<file path="src/rtl/fetch_stage.sv">
`default_nettype none
// ============================================================================
//  Module   : fetch_stage
//  Purpose  : Instruction fetch stage of the mini-rv pipeline. Holds the
//             fetch PC, issues word requests to instruction memory over a
//             valid/ready channel, buffers in-order responses in a small
//             FIFO and presents one registered {instr, pc, instr_valid} per
//             cycle to decode. Honours the decode stall and the execute
//             redirect.
//  Ports    : clk, rst (sync, active-low)
//             imem_req_valid/ready/addr   - request channel to memory
//             imem_rsp_valid/data         - in-order responses from memory
//             redirect_valid/pc           - control-flow change from execute
//             stall                       - decode cannot accept
//             instr/pc/instr_valid        - registered output to decode
//  Revision : 1.0 - initial release
// ============================================================================
module fetch_stage #(
    parameter logic [31:0] RESET_PC   = 32'h0000_0000,
    parameter int          FIFO_DEPTH = 2
) (
    input  logic        clk,
    input  logic        rst,
    output logic        imem_req_valid,
    input  logic        imem_req_ready,
    output logic [31:0] imem_req_addr,
    input  logic        imem_rsp_valid,
    input  logic [31:0] imem_rsp_data,
    input  logic        redirect_valid,
    input  logic [31:0] redirect_pc,
    input  logic        stall,
    output logic [31:0] instr,
    output logic [31:0] pc,
    output logic        instr_valid
);

    localparam int          PTR_W     = $clog2(FIFO_DEPTH);
    localparam int          CNT_W     = PTR_W + 1;
    localparam logic [31:0] NOP       = 32'h0000_0013;
    localparam logic [CNT_W:0] DEPTH_EXT = FIFO_DEPTH[CNT_W:0];

    // ------------------------------------------------------------------
    // State
    // ------------------------------------------------------------------
    logic [31:0]      req_pc_q, req_pc_d;
    logic [31:0]      rsp_pc_q, rsp_pc_d;
    logic [CNT_W-1:0] inflight_q, inflight_d;
    logic [CNT_W-1:0] drop_q, drop_d;
    logic [CNT_W-1:0] count_q, count_d;
    logic [PTR_W-1:0] wr_ptr_q, wr_ptr_d;
    logic [PTR_W-1:0] rd_ptr_q, rd_ptr_d;
    logic [31:0]      instr_q, instr_d;
    logic [31:0]      pc_q, pc_d;
    logic             instr_valid_q, instr_valid_d;

    logic [31:0]      fifo_instr_q [FIFO_DEPTH];
    logic [31:0]      fifo_pc_q    [FIFO_DEPTH];

    // ------------------------------------------------------------------
    // Combinational control
    // ------------------------------------------------------------------
    logic [CNT_W:0]   w_credit_used;
    logic             w_req_valid;
    logic             w_req_fire;
    logic             w_rsp_live;
    logic             w_fifo_empty;
    logic             w_bypass;
    logic             w_push;
    logic             w_pop;
    logic [31:0]      w_redirect_addr;
    logic [CNT_W-1:0] w_fire_ext;
    logic [CNT_W-1:0] w_rsp_ext;
    logic [CNT_W-1:0] w_push_ext;
    logic [CNT_W-1:0] w_pop_ext;
    logic             w_unused_rpc_lsb;

    // Requests already in flight plus responses parked in the FIFO may never
    // exceed the FIFO depth, so every response always has a slot to land in.
    assign w_credit_used   = {1'b0, inflight_q} + {1'b0, count_q};
    assign w_req_valid     = rst & ~redirect_valid & (w_credit_used < DEPTH_EXT);
    assign w_req_fire      = w_req_valid & imem_req_ready;

    // A response is live only if it belongs to the current fetch stream:
    // stale ones (counted by drop) and any arriving during a redirect vanish.
    assign w_rsp_live      = imem_rsp_valid & ~redirect_valid & (drop_q == '0);
    assign w_fifo_empty    = (count_q == '0);

    // With an empty FIFO a live response goes straight to the output register
    // so the fetch loop costs only one cycle from response to instr_valid.
    assign w_bypass        = w_rsp_live & ~stall & w_fifo_empty;
    assign w_push          = w_rsp_live & ~w_bypass;
    assign w_pop           = ~redirect_valid & ~stall & ~w_fifo_empty;

    assign w_redirect_addr = {redirect_pc[31:2], 2'b00};
    assign w_unused_rpc_lsb = ^redirect_pc[1:0];

    assign w_fire_ext      = {{(CNT_W-1){1'b0}}, w_req_fire};
    assign w_rsp_ext       = {{(CNT_W-1){1'b0}}, imem_rsp_valid};
    assign w_push_ext      = {{(CNT_W-1){1'b0}}, w_push};
    assign w_pop_ext       = {{(CNT_W-1){1'b0}}, w_pop};

    // ------------------------------------------------------------------
    // Next-state logic
    // ------------------------------------------------------------------
    always_comb begin
        req_pc_d      = req_pc_q;
        rsp_pc_d      = rsp_pc_q;
        drop_d        = drop_q;
        count_d       = count_q;
        wr_ptr_d      = wr_ptr_q;
        rd_ptr_d      = rd_ptr_q;
        instr_d       = instr_q;
        pc_d          = pc_q;
        instr_valid_d = instr_valid_q;

        // Every response retires one outstanding request, live or stale.
        inflight_d    = inflight_q + w_fire_ext - w_rsp_ext;

        if (redirect_valid) begin
            req_pc_d      = w_redirect_addr;
            rsp_pc_d      = w_redirect_addr;
            // Everything still outstanding after this cycle is stale.
            drop_d        = inflight_d;
            count_d       = '0;
            wr_ptr_d      = '0;
            rd_ptr_d      = '0;
            instr_d       = NOP;
            instr_valid_d = 1'b0;
        end else begin
            if (w_req_fire) begin
                req_pc_d = req_pc_q + 32'd4;
            end
            if (imem_rsp_valid && (drop_q != '0)) begin
                drop_d = drop_q - {{(CNT_W-1){1'b0}}, 1'b1};
            end
            if (w_rsp_live) begin
                rsp_pc_d = rsp_pc_q + 32'd4;
            end
            if (w_push) begin
                wr_ptr_d = wr_ptr_q + {{(PTR_W-1){1'b0}}, 1'b1};
            end
            if (w_pop) begin
                rd_ptr_d = rd_ptr_q + {{(PTR_W-1){1'b0}}, 1'b1};
            end
            count_d = count_q + w_push_ext - w_pop_ext;

            if (!stall) begin
                if (w_bypass) begin
                    instr_d       = imem_rsp_data;
                    pc_d          = rsp_pc_q;
                    instr_valid_d = 1'b1;
                end else if (w_pop) begin
                    instr_d       = fifo_instr_q[rd_ptr_q];
                    pc_d          = fifo_pc_q[rd_ptr_q];
                    instr_valid_d = 1'b1;
                end else begin
                    // Nothing to hand over: emit a bubble, pc keeps its value.
                    instr_d       = NOP;
                    instr_valid_d = 1'b0;
                end
            end
        end
    end

    // ------------------------------------------------------------------
    // Registers
    // ------------------------------------------------------------------
    always_ff @(posedge clk) begin
        if (!rst) begin
            req_pc_q      <= RESET_PC;
            rsp_pc_q      <= RESET_PC;
            inflight_q    <= '0;
            drop_q        <= '0;
            count_q       <= '0;
            wr_ptr_q      <= '0;
            rd_ptr_q      <= '0;
            instr_q       <= NOP;
            pc_q          <= 32'h0000_0000;
            instr_valid_q <= 1'b0;
        end else begin
            req_pc_q      <= req_pc_d;
            rsp_pc_q      <= rsp_pc_d;
            inflight_q    <= inflight_d;
            drop_q        <= drop_d;
            count_q       <= count_d;
            wr_ptr_q      <= wr_ptr_d;
            rd_ptr_q      <= rd_ptr_d;
            instr_q       <= instr_d;
            pc_q          <= pc_d;
            instr_valid_q <= instr_valid_d;
        end
    end

    // Response storage needs no reset: count/pointers qualify its contents.
    always_ff @(posedge clk) begin
        if (rst && w_push) begin
            fifo_instr_q[wr_ptr_q] <= imem_rsp_data;
            fifo_pc_q[wr_ptr_q]    <= rsp_pc_q;
        end
    end

    // ------------------------------------------------------------------
    // Invariants of the credit scheme
    // ------------------------------------------------------------------
    always_ff @(posedge clk) begin
        if (rst) begin
            assert (!(w_push && (count_q == DEPTH_EXT[CNT_W-1:0])));
            assert (!(imem_rsp_valid && (inflight_q == '0)));
            assert (drop_q <= inflight_q);
        end
    end

    // ------------------------------------------------------------------
    // Outputs
    // ------------------------------------------------------------------
    assign imem_req_valid = w_req_valid;
    assign imem_req_addr  = req_pc_q;
    assign instr          = instr_q;
    assign pc             = pc_q;
    assign instr_valid    = instr_valid_q;

endmodule
`default_nettype wire
</file>
<file path="config.mk">
export PLATFORM = sky130hd
export DESIGN_NAME = fetch_stage
export DESIGN_NICKNAME = d
export VERILOG_FILES = /design/src/rtl/fetch_stage.sv
export SDC_FILE = /design/constraint.sdc
export NUM_CORES = 1
export LEC_CHECK = 0
export ABC_CLOCK_PERIOD_IN_PS = 21600
export BUFFER_PORTS_ARGS = -buffer_cell sky130_fd_sc_hd__buf_2
export CORE_MARGIN = 2
export CORE_UTILIZATION = 30
export CTS_CLUSTER_DIAMETER = 40
export DETAILED_ROUTE_END_ITERATION = 10
export HOLD_SLACK_MARGIN = 0.15
export PLACE_DENSITY = 0.6
export SYNTH_ARGS = -nofsm -noshare
export SYNTH_HDL_FRONTEND = slang
export SYNTH_SLANG_ARGS = --single-unit
</file>
<file path="constraint.sdc">
create_clock -name clk -period 21.6 [get_ports clk]
set_input_delay 3.24 -clock clk [delete_from_list [all_inputs] [get_ports clk]]
set_output_delay 3.24 -clock clk [all_outputs]
set_load 0.02 [all_outputs]
</file>
==> results of run 1 <==
-- flip-flops by register name (all words and copies together) (netlist names), 2 cells and up, named ones only --
name	cells
fifo_pc_q	60
rsp_pc_q	30
instr	32
drop_q	2
fifo_instr_q	64
pc	30
inflight_q	2
imem_req_addr	30
count_q	2
-- power groups by stage --
stage          clock [µW]  combinational, µW  sequential, µW
3_3_place_gp            0               88.4             555
6_report              714               88.8             547
3_5_place_dp            0               89.4             556
2_1_floorplan           0               49.2             561
5_1_grt               749               97.6             549
4_1_cts               726               90.2             546
-- layer usage --
| layer | up-vias | part of all wire (%) | GRT usage (%) |
|---|---|---|---|
| met3 | 54 | 6.4 | 3.528 |
| li1 | 3798 | - | - |
| met4 | 0 | 2.5 | 4.727 |
| met1 | 3827 | 45 | 20.17 |
| met2 | 251 | 46 | 24.59 |
| met5 | - | 0 | 0 |
-- kinds of logic (layout without fill, tap and decap cells) --
group | after synthesis | after routing | synth area share [%]
compound gates | 202 | 202 | 12.18
other cells | 1 | 4 | 0.03504
xor+xnor | 59 | 59 | 4.829
flops | 256 | 256 | 59.49
buf+inv | 76 | 263 | 2.935
fa+ha+maj | 8 | 8 | 1.005
mux | 62 | 62 | 5.834
simple gates | 287 | 287 | 13.69
-- final cells by class --
class / instances / share of cell area (%)
flip-flops and latches: 256 / 47.33
multi-input cells: 622 / 30.13
inverters: 15 / 0.4183
well taps: 461 / 4.286
clock buffers: 53 / 8.738
clock inverters: 24 / 2.556
repair buffers: 171 / 6.545
-- worst paths after layout --
path / startpoint / end / slack [ns] / depth (start not counted)
worst max register to register: count_q[0]$_SDFF_PP0_ / drop_q[1]$_SDFFE_PN0P_ / 18.46 / 11
worst max-delay path: rst / imem_req_valid / 13.61 / 6
worst min-delay path: instr[10]$_SDFFE_PP0N_ / instr[10]$_SDFFE_PP0N_ / 0.50 / 2
worst min register to register: instr[10]$_SDFFE_PP0N_ / instr[10]$_SDFFE_PP0N_ / 0.50 / 2
-- layout by cell type (no fill, tap or decap), types with 8 or more instances in the layout --
master,count
a21boi_0,8
a21boi_1,22
a21oi_1,53
a221oi_1,29
buf_2,161
buf_4,10
clkbuf_16,45
dfxtp_1,131
edfxtp_1,124
inv_1,12
mux2i_1,59
nand2_1,97
nand3_1,21
nand4_1,20
nor2_1,81
nor3_1,11
nor3_2,8
o211ai_1,30
o21ai_0,43
xnor2_1,36
xor2_1,23
-- metrics by stage --
stage	setup WS (ns)	util, %	area [µm²]	std cells	total power, µW
after floorplan	11.01	-	10710	954	610.0
after global placement	13.61	33.81	11940	1525	643.6
after detailed placement	13.59	33.81	11940	1525	645.6
after CTS	13.59	38.12	13460	1602	1363
after global routing	13.49	38.12	13460	1602	1396
final	13.61	38.12	13460	1602	1349
-- critical path, stage by stage --
cell	delay [ns]
buf_2	0.07
buf_4	0.54
nand2b_2	0.08
buf_4	0.32
nor3_1	0.21
buf_2	0.22
==> metrics, run 1 <==
Final setup violation count 0; post-DP HPWL 18.54 mm; Netlist cell types 58; PwrDens 100.2 mW/mm²; CORE AREA 0.03531 mm²; # diodes 0; largest net degree at the start of global routing 83; final hold vios 0; Port Buf Inserts 161; post-cts resize count 0; Clock Tree Buf Depth 3; clock root cell clkbuf_16; sequential share of power 40.5%; clock sinks 256; drt total wl 28.89 mm; H-tree depth 2; Required @ worst endpoint 18.36 ns; crit path launch type primary input; Setup TNS 0 ns; Critical Path AT 4.75 ns; TritonCTS clock tree done; Synth top area share 34.79%; min cycle time layout 7.987 ns; Post-synth ARST share 0%; global-route wire length before repair 43.72 mm; worst-skew pair later-pin latency 0.54 ns; vias per std cell 4.950; Clock transition at path regs 0.05 ns; synth top area cells edfxtp_1 35%, dfxtp_1 25%, mux2i_1 5.5%; status finished, final reports clean; nets@finish 1186; DRT iter0 DRCs 381; type of the worst setup path primary input to output port; worst vdd ir 0.06555 mV; Ys Warns 0; Initial Util 30.31%; Post-CTS Setup Inserts 0; GP Congestion 0.8372; share of cells above drive strength 1 24.19%; number of flops mapped to enable cells by yosys 124; post-synthesis sequential area ratio 59.49%; slew margin rel. 26.98%; Least-Margin Pin Slew 1.095 ns; FP Rows 69; CP max FO 71; Synth area leader edfxtp_1; IO Pins 168; sw frac 23.32%; Final period util 36.98%; cell count after synthesis 951; leakage 0.004732 µW; CTS Buf Count 42; remaining routing DRC violations 0; Commonest cells post-synth 132 x dfxtp_1, 124 x edfxtp_1, 97 x nand2_1, 81 x nor2_1, 59 x mux2i_1; total congestion overflow 0; drt wl/cell 18.03 µm; CTS Hold Buffers Added 0; via count 7930; Clock Power Share 52.9%; first-pass detailed-route iteration total 4; Cell Int Power 1034 µW; Die X 192.9 µm; f_max 0.1252 GHz; Slew Limit Fails 0; remaining antenna violation count 0; Synth Register Bits 256; Netlist Area Pre-Place 0.01070 mm²; count leader, synth dfxtp_1; total track usage 15.23%; Worst Hold Slack 0.4996 ns; clock skew 0.03867 ns; initial antenna violation count 1; ys flop type dfxtp_1; Synth Area per Inst 11.25 µm²; Max-Cap Viols 0; Die H 192.9 µm; power share of the combinational group 6.6%; hold crit path type register to register; area delta synth->final 25.77%; # fillers 3478; Net Sw Power 314.7 µW; Reg area 0.006370 mm²; RSZ-0062 raised after global routing no; vias in the first global route 7487; die area 0.03720 mm²; Multi-input gate area 0.004055 mm²; CP endpoint kind output port
Power figures use the tool's default switching activity.
==> inputs of run 2 (changes only) <==
ABC_CLOCK_PERIOD_IN_PS = 7900   (was 21600)
clock period = 7.9 ns   (was 21.6 ns; I/O delays follow)
==> run 2 against run 1 <==
  * Clock-buffer cell count decreased by 11
  * Power increased to 2.5 times the previous value
  * Largest cell class unchanged
  * Via count decreased by 1.0%
  * Combinational power increased to 2.7 times the previous value
  * Wire length decreased by 1.9%
  * Core utilization decreased by 0.74 points
  * Sequential cell count unchanged
  * Die area unchanged
  * Non-clock buffer count unchanged
  * First-iteration DRC count increased by 8.1%
  * Sequential share of layout area increased by 0.94 points
  * Global-route usage decreased by 0.14 points
==> metrics, run 2 (synthesis results as in run 1) <==
via count 7847 (-1.0%); share of cells above drive strength 1 23.23% (-0.96 points); Required @ worst endpoint 6.71 ns (-11.65 ns); slew margin rel. 27.78% (+0.80 points); IO Pins 168 (unchanged); post-cts resize count 0 (unchanged); Port Buf Inserts 161 (unchanged); total congestion overflow 0 (unchanged); Critical-path top delay cell buf_4; drt total wl 28.33 mm (-1.9%); # fillers 3436 (-1.2%); total track usage 15.09% (-0.14 points); vias in the first global route 7556 (+0.92%); Die H 192.9 µm (unchanged); CTS Buf Count 37 (-12%); f_max 0.2608 GHz; number of flip-flops in the largest register 64 (unchanged); GP Congestion 0.8280 (-1.1%); hold crit path type register to register; FP Rows 69 (unchanged); Largest Register fifo_instr_q; RSZ-0062 raised after global routing no; largest net degree at the start of global routing 83 (unchanged); CP delay by family, top buffers and inverters; global-route wire length before repair 43.18 mm (-1.2%); CP endpoint kind output port; hold endpoint instr[19]$_SDFFE_PP0N_; initial antenna violation count 1 (unchanged); design area 0.01320 mm² (-2.0%); DRT iter0 DRCs 412 (+8.1%); commonest non-fill, non-tap cell in the layout buf_2; PwrDens 258.0 mW/mm² (+160%); final hold vios 0 (unchanged); CTS Hold Buffers Added 0 (unchanged); Final period util 48.54%; WP buf/inv 4 (unchanged); clock sinks 256 (unchanged); reg-to-reg startpoint count_q[0]$_SDFF_PP0_; remaining antenna violation count 0 (unchanged); Clock Tree Buf Depth 3 (unchanged); Critical Path AT 2.65 ns (-2.10 ns); crit path launch type primary input; TritonCTS clock tree done; worst vdd ir 0.1666 mV (+150%); commonest non-fill, non-tap cells in the layout 161 x buf_2, 131 x dfxtp_1, 124 x edfxtp_1; min cycle time layout 3.834 ns; Initial Util 30.31% (unchanged); Clock transition at path regs 0.05 ns (about the same); Hold Startpoint instr[19]$_SDFFE_PP0N_; r2r worst-path depth 11 (unchanged); type of the worst setup path primary input to output port; clock skew 0.01786 ns (-0.02081 ns); Die X 192.9 µm (unchanged); Slowest Stage Delay on Critical Path 0.52 ns (-0.02 ns); Setup TNS 0 ns (unchanged); DP Area 0.01194 mm² (about the same); status finished, final reports clean; post-DP HPWL 18.54 mm (about the same); Worst R2R End drop_q[1]$_SDFFE_PN0P_; CP max FO 71 (unchanged); first-pass detailed-route iteration total 7 (+3); clock root cell clkbuf_16; Max-Cap Viols 0 (unchanged); worst-skew pair later-pin latency 0.52 ns (-0.02 ns); vias per std cell 4.923 (-0.55%); remaining routing DRC violations 0 (unchanged); nets@finish 1181 (-0.42%); area delta synth->final 23.31%; CORE AREA 0.03531 mm² (unchanged); H-tree depth 2 (unchanged); Final setup violation count 0 (unchanged); R2R Setup Slk 4.81 ns (-13.65 ns); die area 0.03720 mm² (unchanged); leakage 0.004593 µW (-2.9%); Post-CTS Setup Inserts 0 (unchanged); drt wl/cell 17.77 µm (-1.4%); Least-Margin Pin Slew 1.083 ns (-0.01197 ns); Worst Hold Depth 2 (unchanged); Cell Chain, Critical Path buf_2 -> buf_4 -> nand2b_2 -> buf_4 -> nor3_1 -> buf_2; Slew Limit Fails 0 (unchanged)
[run 2: worst max-delay path by stage]
stage / start / endpoint / slack (ns) / cells past startpoint
global placement: stall / count_q[1]$_SDFF_PP0_ / 3.69 / 11
CTS: rst / imem_req_valid / 4.04 / 6
floorplan: imem_rsp_valid / fifo_instr_q[0][0]$_DFFE_PP_ / 1.99 / 6
global route: rst / imem_req_valid / 3.95 / 6
finish: rst / imem_req_valid / 4.07 / 6
detailed placement: stall / count_q[1]$_SDFF_PP0_ / 3.67 / 11
[run 2: through the flow]
step,instances,total power [µW],setup WS (ns),hold slack (ns),util (%)
floorplan,954,1667,1.988,0.4561,-
global placement,1525,1760,3.690,0.4787,33.82
detailed placement,1525,1766,3.673,0.4889,33.82
CTS,1593,3448,4.036,0.5037,37.37
global route,1594,3539,3.950,0.5321,37.37
finish,1594,3405,4.066,0.5001,37.37
[run 2: final cells by class]
cell class / count / area, µm² / share of cell area (%)
inverter: 15 / 56.30 / 0.4267
clock inverter: 26 / 309.0 / 2.342
timing repair buffer: 171 / 880.8 / 6.675
multi-input combinational: 622 / 4056 / 30.74
clock buffer: 42 / 944.7 / 7.158
antenna: 1 / 2.502 / 0.01896
sequential: 256 / 6370 / 48.27
tap: 461 / 576.8 / 4.371
[run 2: power breakdown]
group / internal (µW) / switching [µW]
Sequential: 1440 / 49.2
Clock: 1040 / 626
Combinational: 88.5 / 155
Total: 2570 / 831
[run 2: worst reg2reg max path: stages, from the launching register on]
cell	delay (ns)
dfxtp_1	0.38
and2_1	0.16
fa_1	0.47
or3b_1	0.61
nor2_1	0.21
inv_1	0.14
ha_1	0.31
inv_1	0.04
ha_1	0.18
xnor2_1	0.12
and2_1	0.16
a22o_1	0.22
[run 2: metal layers]
metal  track usage [%]  wire, µm
met5                 0         0
met3             3.346      1941
met1             20.15     12760
met2             24.22     12930
met4             4.815       704
